### config.mk
export PLATFORM = sky130hd
export DESIGN_NAME = io_arbiter_flat
export DESIGN_NICKNAME = d
export VERILOG_FILES = /design/src/rtl/io_arbiter_if.sv /design/src/rtl/io_arbiter.sv /design/src/flat_wrapper.sv
export SDC_FILE = /design/constraint.sdc
export NUM_CORES = 1
export LEC_CHECK = 0
export CAP_MARGIN = 0
export CORE_AREA = 2 2 68 70
export DETAILED_ROUTE_END_ITERATION = 6
export DIE_AREA = 0 0 70 72
export PLACE_DENSITY = 0.73
export SLEW_MARGIN = 5
export SYNTH_ARGS = -nofsm -noshare
export SYNTH_HDL_FRONTEND = slang
export SYNTH_SLANG_ARGS = --single-unit
### constraint.sdc
create_clock -name clk -period 1.7 [get_ports clk]
set_input_delay 0.255 -clock clk [delete_from_list [all_inputs] [get_ports clk]]
set_output_delay 0.255 -clock clk [all_outputs]
set_load 0.01 [all_outputs]
### src/rtl/io_arbiter_if.sv
// io_arbiter_if: bundle of both master command ports, the shared IO controller
// port and the arbiter status signals.
// Optional lock inputs exist only when IO_ARB_LOCK_EN is defined.
interface io_arbiter_if #(
    parameter int ADDR_W = 5,
    parameter int DATA_W = 8
);
    // Master side: requests and commands
    logic              req0;
    logic              req1;
    logic              we0;
    logic              we1;
    logic [ADDR_W-1:0] addr0;
    logic [ADDR_W-1:0] addr1;
    logic [DATA_W-1:0] wdata0;
    logic [DATA_W-1:0] wdata1;
`ifdef IO_ARB_LOCK_EN
    logic              lock0;
    logic              lock1;
`endif

    // Master side: completions
    logic              ack0;
    logic              ack1;
    logic [DATA_W-1:0] rdata;
    logic              busy;

    // IO controller side
    logic [ADDR_W-1:0] io_readaddr;
    logic [ADDR_W-1:0] io_writeaddr;
    logic [DATA_W-1:0] io_writedata;
    logic              io_write_en;
    logic [DATA_W-1:0] io_readdata;

    // Arbiter view
    modport slave (
`ifdef IO_ARB_LOCK_EN
        input  lock0, lock1,
`endif
        input  req0, req1, we0, we1, addr0, addr1, wdata0, wdata1,
        input  io_readdata,
        output ack0, ack1, rdata, busy,
        output io_readaddr, io_writeaddr, io_writedata, io_write_en
    );

    // Masters plus IO controller view
    modport master (
`ifdef IO_ARB_LOCK_EN
        output lock0, lock1,
`endif
        output req0, req1, we0, we1, addr0, addr1, wdata0, wdata1,
        output io_readdata,
        input  ack0, ack1, rdata, busy,
        input  io_readaddr, io_writeaddr, io_writedata, io_write_en
    );
endinterface

### src/rtl/io_arbiter.sv
// io_arbiter: round-robin arbiter sharing the single IO register port between
// the CPU (port 0) and an auxiliary master (port 1). One transaction in flight;
// each master gets a one-cycle ack, read data is returned on ack.
// Optional feature macro: IO_ARB_LOCK_EN (lock0/lock1 for atomic sequences).
module io_arbiter #(
    parameter int ADDR_W   = 5,
    parameter int DATA_W   = 8,
    parameter int READ_LAT = 1   // legal range 1..7
) (
    input  logic          clk,
    input  logic          reset,   // asynchronous, active low
    io_arbiter_if.slave   bus
);

    typedef enum logic [1:0] {IDLE, ISSUE, WAIT, RESP} state_t;

    localparam int CNT_W = 3;

    if (READ_LAT < 1 || READ_LAT > 7) begin : g_bad_read_lat
        $error("io_arbiter: READ_LAT must be within 1..7");
    end

    state_t             state;
    state_t             next_state;
    logic               grant;
    logic               grant_port;
    logic               req0_eff;
    logic               req1_eff;

    logic               sel;
    logic               cmd_we;
    logic [ADDR_W-1:0]  cmd_addr;
    logic [DATA_W-1:0]  cmd_wdata;
    logic               rr_last;
    logic [CNT_W-1:0]   wait_cnt;
    logic [DATA_W-1:0]  rdata_q;

`ifdef IO_ARB_LOCK_EN
    logic               cmd_lock;
    logic               lock_active;
    logic               lock_port;

    // While a lock is held only the locking port may be granted
    always_comb begin
        req0_eff = bus.req0 && !(lock_active && lock_port);
        req1_eff = bus.req1 && !(lock_active && !lock_port);
    end
`else
    // Without locking both requests compete freely
    always_comb begin
        req0_eff = bus.req0;
        req1_eff = bus.req1;
    end
`endif

    // Next-state decode and grant selection
    always_comb begin
        // NOTE: every signal gets a default first so no path leaves it unassigned (no latch).
        next_state = state;
        grant      = 1'b0;
        grant_port = 1'b0;
        unique case (state)
            IDLE: begin
                if (req0_eff && req1_eff) begin
                    grant      = 1'b1;
                    grant_port = ~rr_last;
                end else if (req0_eff) begin
                    grant      = 1'b1;
                    grant_port = 1'b0;
                end else if (req1_eff) begin
                    grant      = 1'b1;
                    grant_port = 1'b1;
                end
                if (grant) next_state = ISSUE;
            end
            ISSUE:   next_state = cmd_we ? RESP : WAIT;
            WAIT:    if (wait_cnt == CNT_W'(1)) next_state = RESP;
            RESP:    next_state = IDLE;
        endcase
    end

    // State register
    always_ff @(posedge clk or negedge reset) begin
        // NOTE: sequential state uses non-blocking assignments so all registers update together.
        if (!reset) state <= IDLE;
        else        state <= next_state;
    end

    // Command registers, latched from the winning port at grant
    always_ff @(posedge clk or negedge reset) begin
        if (!reset) begin
            sel       <= 1'b0;
            cmd_we    <= 1'b0;
            cmd_addr  <= '0;
            cmd_wdata <= '0;
        end else if (grant) begin
            sel       <= grant_port;
            cmd_we    <= grant_port ? bus.we1    : bus.we0;
            cmd_addr  <= grant_port ? bus.addr1  : bus.addr0;
            cmd_wdata <= grant_port ? bus.wdata1 : bus.wdata0;
        end
    end

    // Read latency counter: loaded in ISSUE, counts down through WAIT
    always_ff @(posedge clk or negedge reset) begin
        if (!reset) begin
            wait_cnt <= '0;
        end else if (state == ISSUE && !cmd_we) begin
            wait_cnt <= CNT_W'(READ_LAT);
        end else if (state == WAIT) begin
            wait_cnt <= wait_cnt - CNT_W'(1);
        end
    end

    // Read data capture in the last WAIT cycle; writes never touch it
    always_ff @(posedge clk or negedge reset) begin
        if (!reset)                                    rdata_q <= '0;
        else if (state == WAIT && wait_cnt == CNT_W'(1)) rdata_q <= bus.io_readdata;
    end

    // Round-robin pointer: remembers the last port that completed
    always_ff @(posedge clk or negedge reset) begin
        if (!reset)              rr_last <= 1'b1;
        else if (state == RESP)  rr_last <= sel;
    end

`ifdef IO_ARB_LOCK_EN
    // Lock flag latched with the command; applied when the transaction completes
    always_ff @(posedge clk or negedge reset) begin
        if (!reset) begin
            cmd_lock    <= 1'b0;
            lock_active <= 1'b0;
            lock_port   <= 1'b0;
        end else begin
            if (grant) cmd_lock <= grant_port ? bus.lock1 : bus.lock0;
            if (state == RESP) begin
                lock_active <= cmd_lock;
                lock_port   <= sel;
            end
        end
    end
`endif

    // Outputs decoded from registered state and command registers only
    always_comb begin
        bus.ack0         = (state == RESP) && !sel;
        bus.ack1         = (state == RESP) &&  sel;
        bus.busy         = (state != IDLE);
        bus.io_write_en  = (state == ISSUE) && cmd_we;
        bus.io_readaddr  = cmd_addr;
        bus.io_writeaddr = cmd_addr;
        bus.io_writedata = cmd_wdata;
        bus.rdata        = rdata_q;
    end

endmodule

### src/flat_wrapper.sv
// flat-port wrapper written by rule: the top's interface ports become plain ports
module io_arbiter_flat 
#(
    parameter int ADDR_W   = 5,
    parameter int DATA_W   = 8,
    parameter int READ_LAT = 1                      
)
  (clk, reset, bus_req0, bus_req1, bus_we0, bus_we1, bus_addr0, bus_addr1, bus_wdata0, bus_wdata1, bus_io_readdata, bus_ack0, bus_ack1, bus_rdata, bus_busy, bus_io_readaddr, bus_io_writeaddr, bus_io_writedata, bus_io_write_en);
  io_arbiter_if #(.ADDR_W(ADDR_W), .DATA_W(DATA_W)) bus_i ();
  input  logic clk;
  input  logic reset;
  input wire logic [$bits(bus_i.req0)-1:0] bus_req0;
  input wire logic [$bits(bus_i.req1)-1:0] bus_req1;
  input wire logic [$bits(bus_i.we0)-1:0] bus_we0;
  input wire logic [$bits(bus_i.we1)-1:0] bus_we1;
  input wire logic [$bits(bus_i.addr0)-1:0] bus_addr0;
  input wire logic [$bits(bus_i.addr1)-1:0] bus_addr1;
  input wire logic [$bits(bus_i.wdata0)-1:0] bus_wdata0;
  input wire logic [$bits(bus_i.wdata1)-1:0] bus_wdata1;
  input wire logic [$bits(bus_i.io_readdata)-1:0] bus_io_readdata;
  output wire logic [$bits(bus_i.ack0)-1:0] bus_ack0;
  output wire logic [$bits(bus_i.ack1)-1:0] bus_ack1;
  output wire logic [$bits(bus_i.rdata)-1:0] bus_rdata;
  output wire logic [$bits(bus_i.busy)-1:0] bus_busy;
  output wire logic [$bits(bus_i.io_readaddr)-1:0] bus_io_readaddr;
  output wire logic [$bits(bus_i.io_writeaddr)-1:0] bus_io_writeaddr;
  output wire logic [$bits(bus_i.io_writedata)-1:0] bus_io_writedata;
  output wire logic [$bits(bus_i.io_write_en)-1:0] bus_io_write_en;
  assign bus_i.req0 = bus_req0;
  assign bus_i.req1 = bus_req1;
  assign bus_i.we0 = bus_we0;
  assign bus_i.we1 = bus_we1;
  assign bus_i.addr0 = bus_addr0;
  assign bus_i.addr1 = bus_addr1;
  assign bus_i.wdata0 = bus_wdata0;
  assign bus_i.wdata1 = bus_wdata1;
  assign bus_i.io_readdata = bus_io_readdata;
  assign bus_ack0 = bus_i.ack0;
  assign bus_ack1 = bus_i.ack1;
  assign bus_rdata = bus_i.rdata;
  assign bus_busy = bus_i.busy;
  assign bus_io_readaddr = bus_i.io_readaddr;
  assign bus_io_writeaddr = bus_i.io_writeaddr;
  assign bus_io_writedata = bus_i.io_writedata;
  assign bus_io_write_en = bus_i.io_write_en;
  io_arbiter #(.ADDR_W(ADDR_W), .DATA_W(DATA_W), .READ_LAT(READ_LAT)) u_core (.clk(clk), .reset(reset), .bus(bus_i));
endmodule
## Word-level counts from Yosys, hierarchy flattened

Index checks and enable logic that the tools add are counted.

- Muxes and demuxes: 17
- Eq/ne operators: 6
- Divide/modulo/power cells: 0
- Bitwise gates (word level): 1
- Shift-type cells: 0
- Order comparisons: 0
- Reduce and logical (&&, ||, !) cells: 12
- Add/sub/neg operators: 1
- Multipliers: 0

Operator list:

| cell | count |
|---|---|
| 1-bit two-way mux | 10 |
| 8-bit two-way mux | 1 |
| 2-bit case mux with 4 select lines | 1 |
| 1-bit logical AND | 6 |
| 3-bit two-way mux | 2 |
| 5-bit two-way mux | 1 |
| 2-bit == test (second input constant) | 2 |
| 2-bit two-way mux | 2 |
| 2-bit by 1-bit != test with 1-bit output (second input constant) | 2 |
| 2-bit nonzero test | 2 |
| 3-bit by 1-bit == test with 1-bit output (second input constant) | 1 |
| 3-bit by 1-bit subtractor with 3-bit output (second input constant) | 1 |
| 2-bit by 1-bit == test with 1-bit output (second input constant) | 1 |
| 1-bit logical NOT | 2 |
| 2-bit logical NOT | 1 |
| 2-bit AND reduction | 1 |
| 1-bit inverter | 1 |

- Logic and storage cells: 45
- Bits in latches: 0
- Output and inout port bits: 30
- Memories: 0
- Bits in registers: 29
- Memory bits (read-only): 0
- RAM bits: 0

## Depth between registers and ports, before layout

Gate-level depths: netlist (run 1).

- Depth in word-level cells: 6
- Gate-level depth with buffers: 7
- Depth with buffers taken out: 5

## Least setup slack after synthesis (run 1)

OpenSTA, ideal clock, no wires.

- Path kind: flip-flop to flip-flop
- From: reg u_core.state[0]
- To: reg u_core.cmd_addr[2], in the netlist u_core.bus.io_readaddr[2]
- Library setup time: 82 ps
- Buffers on the path: 2
- Stages on the path, launching flop included: 8
- Data arrival time: 1454 ps
- Setup slack: 164 ps
- Required time: 1618 ps
- Path through: dfrtp_1 -> inv_1 -> ha_1 -> nand2_2 -> buf_6 -> buf_8 -> or3b_1 -> a31oi_1

- Cells in the longest elaborated chain, start to end: 3

RTL lines:

| element | RTL line | source |
|---|---|---|
| start, declared | io_arbiter.sv:23 | `state_t state;` |
| start signal, assigned | io_arbiter.sv:86 | `else state <= next_state;` |
| 2-bit logical NOT (*) | io_arbiter.sv:62 | `unique case (state)` |
| 1-bit two-way mux | io_arbiter.sv:62 |  |
| 5-bit two-way mux | io_arbiter.sv:99 | `cmd_addr <= grant_port ? bus.addr1 : bus.addr0;` |
| end signal, assigned | io_arbiter.sv:99 |  |
| end, declared | io_arbiter.sv:32 | `logic [ADDR_W-1:0] cmd_addr;` |

Mark *: on every way between the ends. The rest lies on a longest branch, timed or not.
A chain may end at the register's enable or synchronous reset.

## Final worst setup path (run 1)

- From: reg u_core.state[0]
- To: out bus_io_write_en

- Cells in the longest elaborated chain, start to end: 2

RTL lines:

| element | RTL line | source |
|---|---|---|
| 2-bit by 1-bit == test with 1-bit output | io_arbiter.sv:149 | `bus.io_write_en = (state == ISSUE) && cmd_we;` |
| 1-bit logical AND | io_arbiter.sv:149 |  |
| end, declared | flat_wrapper.sv:28 | `output wire logic [$bits(bus_i.io_write_en)-1:0] bus_io_write_en;` |

Every way passes these cells.

==> flow_summary.json, run 1 <==
{
  "run_status": "completed",
  "cts.path.max_buffers": 2,
  "slowest_delay_ns": 0.41,
  "dieArea_mm2": 0.005040,
  "grt_overflow_total": 0,
  "drc_errors": 0,
  "coreArea_mm2": 0.004264,
  "grt_usage_pct": 14.57,
  "finalSetupViolCount": 0,
  "antenna_violating_nets_post_route": 0,
  "syn_area_mm2": 0.001535,
  "synth.avg_cell_area_um2": 10.52,
  "cp-end-kind": "output port",
  "timing.hold.worst.class": "in2async",
  "leakage_nw": 1.021,
  "worst_skew_pair.late_latency_ns": 0.28,
  "drt_iter0_drc": 63,
  "cts_inserted_buffers": 5,
  "fmaxAchievable_ghz": 0.6307,
  "crit_path_cell_trace": "buf_4 > ha_1 > and2_1 > clkbuf_2",
  "ys_warn_count": 0,
  "power_density_mw_per_mm2": 1726,
  "insertedDiodeCount": 0,
  "reg2reg_from": "u_core.state[0]$_DFFE_PN0P_",
  "critical_path.max_fanout": 3,
  "timing.slew.headroom_pct": 72.12,
  "period_share_pct": 93.27,
  "critPathRequiredTime_ns": 1.44,
  "synth_enable_flop_cells": 0,
  "place_congestion": 0.7259,
  "timing_worst_setup_path_type": "reg2out",
  "place.detailed.instances": 260,
  "rrSetupSlack_ns": 0.14,
  "totalWireLength_um": 3446,
  "global_route_wire_length_before_repair_um": 5685,
  "clock_root_cell": "clkbuf_8",
  "max_cap_violations": 0,
  "top_level_ports": 70,
  "vias_per_cell": 4.716,
  "detailedPlacementHpwl_um": 2614,
  "finalInstanceArea_mm2": 0.002424,
  "layoutNonFillerInstCount": 271,
  "dr_total_vias": 1278,
  "synth_nets": 193,
  "grt_start_max_net_pins": 30,
  "floorplan.initialDensity_pct": 36.00,
  "rows": 24,
  "wl_per_cell_um": 12.72,
  "slew_at_the_pin_closest_to_its_max_slew_limit_ns": 0.4169,
  "cts_hold_buffers": 0,
  "htreeDepth": 2,
  "startpoint_type": "flip-flop",
  "drt_pre_antenna_iters": 4,
  "synth_seq_cells": 29,
  "setup-tns-final_ns": 0,
  "cells_after_synth": 146,
  "layout_min_cycle_time_ns": 1.586,
  "place.port_buffers": 69,
  "ys_seq_area_share_pct": 47.35,
  "clkSlewWorstSetupHoldPaths_ns": 0.06,
  "layout-drive-gt1-share_pct": 13.24,
  "vdd_drop_max_v": 0.0009781,
  "postSynth.asyncResetShare_pct": 100.0,
  "chipWidth_um": 70,
  "post_dp_cell_area_mm2": 0.002273,
  "cts_tree": "built",
  "ys_dominant_reg_cell": "dfrtp_1",
  "fillers": 396,
  "area_delta_synth_final_pct": 57.86,
  "clkSinkCount": 29,
  "die_height_um": 72,
  "beginning_of_the_critical_path": "u_core.state[0]$_DFFE_PN0P_",
  "worstPathArrival_ns": 1.33,
  "antenna_found_initial": 0,
  "unrepaired_setup_endpoints_after_global_routing": "false",
  "cpMaxStageDelayCell": "dfrtp_1",
  "design.final.nets": 265,
  "post-layout-total-power_mw": 4.183,
  "drv_slew": 0,
  "grt_pass1_vias": 1177,
  "finalHoldViolations": 0,
  "synth.distinct_cells": 28,
  "final.setup_skew_ns": 0.003371
}
==> sequential cells by signal, indices dropped and copies added (netlist names) <==
name	flops
u_core.bus.io_writedata	8
u_core.sel	1
u_core.state	2
u_core.bus.rdata	8
u_core.cmd_we	1
u_core.bus.io_readaddr	5
u_core.wait_cnt	3
u_core.rr_last	1
==> kinds of logic after synthesis <==
kind of cell    Yosys count  synth area share (%)
compound gates           33                 12.96
xor+xnor                  2                 1.141
fa+ha+maj                 7                 5.705
buf+inv                  20                 7.905
flops                    29                 47.35
mux                      11                 8.068
simple gates             44                 16.87
==> routing by layer <==
metal  global-route usage, %  vias up  wire length, um
li1                        -      645                -
met5                       0        -                0
met4                   3.846        0               26
met2                   24.23       43             1723
met1                   17.70      586             1456
met3                   5.972        4              239
==> layout make-up <==
type / count / area [um2] / area share [%]
flip-flops and latches: 29 / 726.9 / 29.99
well taps: 52 / 65.06 / 2.685
inverters: 5 / 18.77 / 0.7744
repair buffers: 80 / 789.5 / 32.58
clock buffers: 5 / 68.82 / 2.839
multi-input cells: 97 / 689.4 / 28.45
clock inverters: 3 / 65.06 / 2.685
==> Yosys cell counts, drive strengths merged, types with 2 or more instances <==
cell,number,area share [%]
nand2,2,0.65
mux2,11,8.1
a31oi,14,5.7
and2,3,1.2
inv,5,1.2
buf,14,6.4
nor2b,2,0.81
nand2b,2,0.81
o21ai,14,4.6
ha,7,5.7
dfrtp,28,46
or3b,14,8.0
nor2,20,4.9
==> repair_timing <==
item                                    4_1_cts  5_1_grt
cloned                                        0        0
gates resized for setup                       6        1
buffers inserted                              2        1
endpoints found under the setup margin        5        9
pin swaps                                     0        1
==> cell usage in the layout, fill, tap and decap left out, types with 5 or more instances in the layout <==
cell type        netlist  final
a31oi_1               14     14
mux2_1                 6      6
inv_1                  5      5
dfrtp_1               28     28
or3b_1                14     14
nor2_1                20     20
clkdlybuf4s50_1        0     65
mux2_2                 5      5
buf_4                  5      9
clkbuf_8               0      5
ha_1                   7      6
o21ai_1               14     14
==> path summary, 6_finish.rpt <==
kind	end	cells past startpoint
worst min-delay path	u_core.cmd_we$_DFFE_PN0P_	1
min in group clk	u_core.bus.rdata[6]$_DFFE_PN0P_	1
worst max-delay path	bus_io_write_en	4
max in group asynchronous	u_core.bus.io_writedata[6]$_DFFE_PN0P_	2
worst min register to register	u_core.bus.rdata[6]$_DFFE_PN0P_	1
worst max register to register	u_core.bus.io_readaddr[2]$_DFFE_PN0P_	6
==> stage by stage <==
stage / worst slack, ns / util, % / hold slack (ns)
floorplan: 0.1636 / - / -0.04059
global placement: 0.06597 / 53.32 / 0.4729
detailed placement: 0.01129 / 53.32 / 0.4816
CTS: 0.006112 / 56.78 / 0.2854
global route: 0.01013 / 56.84 / 0.3072
finish: 0.1145 / 56.84 / 0.2777
==> power by group <==
part | total [mW] | internal (mW) | switching [mW]
Clock | 0.842 | 0.582 | 0.260
Combinational | 2.09 | 1.20 | 0.887
Sequential | 1.25 | 1.04 | 0.209
Total | 4.18 | 2.83 | 1.36
==> critical path, delay by kind of cell, from the launching register on <==
kind | cells | cell delay (ns)
AND/OR/NAND/NOR | 1 | 0.17
adder cells (fa/ha/maj) | 1 | 0.19
buffers and inverters | 2 | 0.29
flip-flops | 1 | 0.41
Power figures use the tool's default switching activity.
==> run 2: changes to the inputs <==
--- a/config.mk
+++ b/config.mk
@@ -6,9 +6,9 @@
 export NUM_CORES = 1
 export LEC_CHECK = 0
 export CAP_MARGIN = 0
-export CORE_AREA = 2 2 68 70
+export CORE_AREA = 5 5 71 73
 export DETAILED_ROUTE_END_ITERATION = 6
-export DIE_AREA = 0 0 70 72
+export DIE_AREA = 0 0 76 78
 export PLACE_DENSITY = 0.73
 export SLEW_MARGIN = 5
 export SYNTH_ARGS = -nofsm -noshare
==> flow_summary.json, run 2 (synthesis gave the netlist of run 1 again) <==
{
  "run_status": "completed",
  "insertedDiodeCount": 0,
  "clock_root_cell": "clkbuf_8",
  "cts_inserted_buffers": 5,
  "timing_worst_setup_path_type": "reg2out",
  "swShare_pct": 34.04,
  "critical_path.max_fanout": 3,
  "most-common-layout-cells": "clkdlybuf4s50_1, dfrtp_1, nor2_1",
  "grt_pass1_vias": 1354,
  "grt_start_max_net_pins": 30,
  "dieArea_mm2": 0.005928,
  "worst_skew_pair.late_latency_ns": 0.27,
  "dr_total_vias": 1284,
  "layout.cells.most_common": "clkdlybuf4s50_1",
  "startpoint_type": "flip-flop",
  "place_congestion": 0.7406,
  "place_worst_setup_slack_ns": -0.003582,
  "global_route_wire_length_before_repair_um": 5968,
  "cts_tree": "built",
  "chipWidth_um": 76,
  "p_switching_mw": 1.368,
  "timing.hold.worst.class": "in2async",
  "timing.slew.headroom_pct": 75.55,
  "top_level_ports": 70,
  "die_height_um": 78,
  "clkPwrFrac_pct": 14.1,
  "slew_at_the_pin_closest_to_its_max_slew_limit_ns": 0.3667,
  "internal_power_mw": 2.651,
  "drc_errors": 0,
  "drt_pre_antenna_iters": 4,
  "layout_min_cycle_time_ns": 1.645,
  "rows": 24,
  "post-route-util_pct": 56.29,
  "area_delta_synth_final_pct": 57.46,
  "fin_worst_hold_slack_ns": 0.3679,
  "clkSlewWorstSetupHoldPaths_ns": 0.06,
  "setup_ws_ns": 0.05450,
  "drt_iter0_drc": 24,
  "finalHoldViolations": 0,
  "totalWireLength_um": 3591,
  "antenna_found_initial": 0,
  "vias_per_cell": 4.703,
  "finalSetupViolCount": 0,
  "drv_slew": 0,
  "period_share_pct": 96.79,
  "seq_power_share_pct": 31.0,
  "detailedPlacementHpwl_um": 2740,
  "place.port_buffers": 69,
  "grt_usage_pct": 12.34,
  "wl_per_cell_um": 13.15,
  "floorplan.initialDensity_pct": 35.75,
  "cts.path.max_buffers": 2,
  "cp-end-kind": "output port",
  "htreeDepth": 2,
  "setup-tns-final_ns": 0,
  "critPathRequiredTime_ns": 1.44,
  "max_cap_violations": 0,
  "vdd_drop_max_v": 0.0006406,
  "fmaxAchievable_ghz": 0.6077,
  "coreArea_mm2": 0.004294,
  "final.setup_skew_ns": 0.005649,
  "leakage_nw": 1.012,
  "antenna_violating_nets_post_route": 0,
  "layout-drive-gt1-share_pct": 13.57,
  "design.final.nets": 267,
  "grt_overflow_total": 0,
  "worstPathArrival_ns": 1.39,
  "p_comb_share_pct": 54.9,
  "clkSinkCount": 29,
  "power_density_mw_per_mm2": 1663
}
run 2: worst paths after layout:
check / slack (ns) / to / start / depth (start not counted)
max reg2reg: 0.08 / u_core.state[1]$_DFFE_PN0P_ / u_core.state[1]$_DFFE_PN0P_ / 5
min: 0.37 / u_core.bus.io_writedata[6]$_DFFE_PN0P_ / reset / 2
max: 0.05 / bus_ack1 / u_core.state[1]$_DFFE_PN0P_ / 4
max in group asynchronous: 1.02 / u_core.rr_last$_DFFE_PN1N_ / reset / 2
min reg2reg: 0.49 / u_core.bus.rdata[6]$_DFFE_PN0P_ / u_core.bus.rdata[6]$_DFFE_PN0P_ / 1
min in group clk: 0.49 / u_core.bus.rdata[6]$_DFFE_PN0P_ / u_core.bus.rdata[6]$_DFFE_PN0P_ / 1
run 2: final cells by class:
class	instances	area, um2
Multi-Input combinational cell	97	699.4
Timing Repair Buffer	82	817.0
Fill cell	401	1877
Clock buffer	8	90.09
Tap cell	52	65.06
Inverter	5	18.77
Sequential cell	29	726.9
run 2: metrics by stage:
stage                     area, um2  total power, mW  instances
after floorplan                1535            2.416        146
after global placement         2271            3.317        258
after detailed placement       2271            3.387        258
after CTS                      2406            4.048        272
after global routing           2417            4.357        273
final                          2417            4.020        273
run 2: worst max-delay path, cell delays in order, from the launching register on:
cell,delay [ns]
dfrtp_1,0.38
buf_4,0.13
ha_1,0.19
and2_1,0.14
dlygate4sd2_1,0.27
run 2: power groups by stage:
stage / Sequential, mW / Combinational [mW] / Clock, mW
final: 1.24 / 2.21 / 0.568
after global placement: 1.26 / 2.06 / 0
after CTS: 1.25 / 2.20 / 0.593
after floorplan: 1.36 / 1.05 / 0
after detailed placement: 1.28 / 2.11 / 0
after global routing: 1.30 / 2.43 / 0.630
run 2: timing repair:
action / in CTS / in global routing
buffers inserted: 6 / 1
setup endpoints to repair: 7 / 11
resized for setup: 8 / 2
pin swaps: 1 / 1
hold buffers: 0 / 0
run 2: routing by layer:
layer / track usage, % / vias up / routed length [um]
li1: - / 650 / -
met1: 13.34 / 588 / 1391
met2: 22.35 / 41 / 1924
met3: 4.514 / 5 / 239
met4: 3.737 / 0 / 37
met5: 0 / - / 0
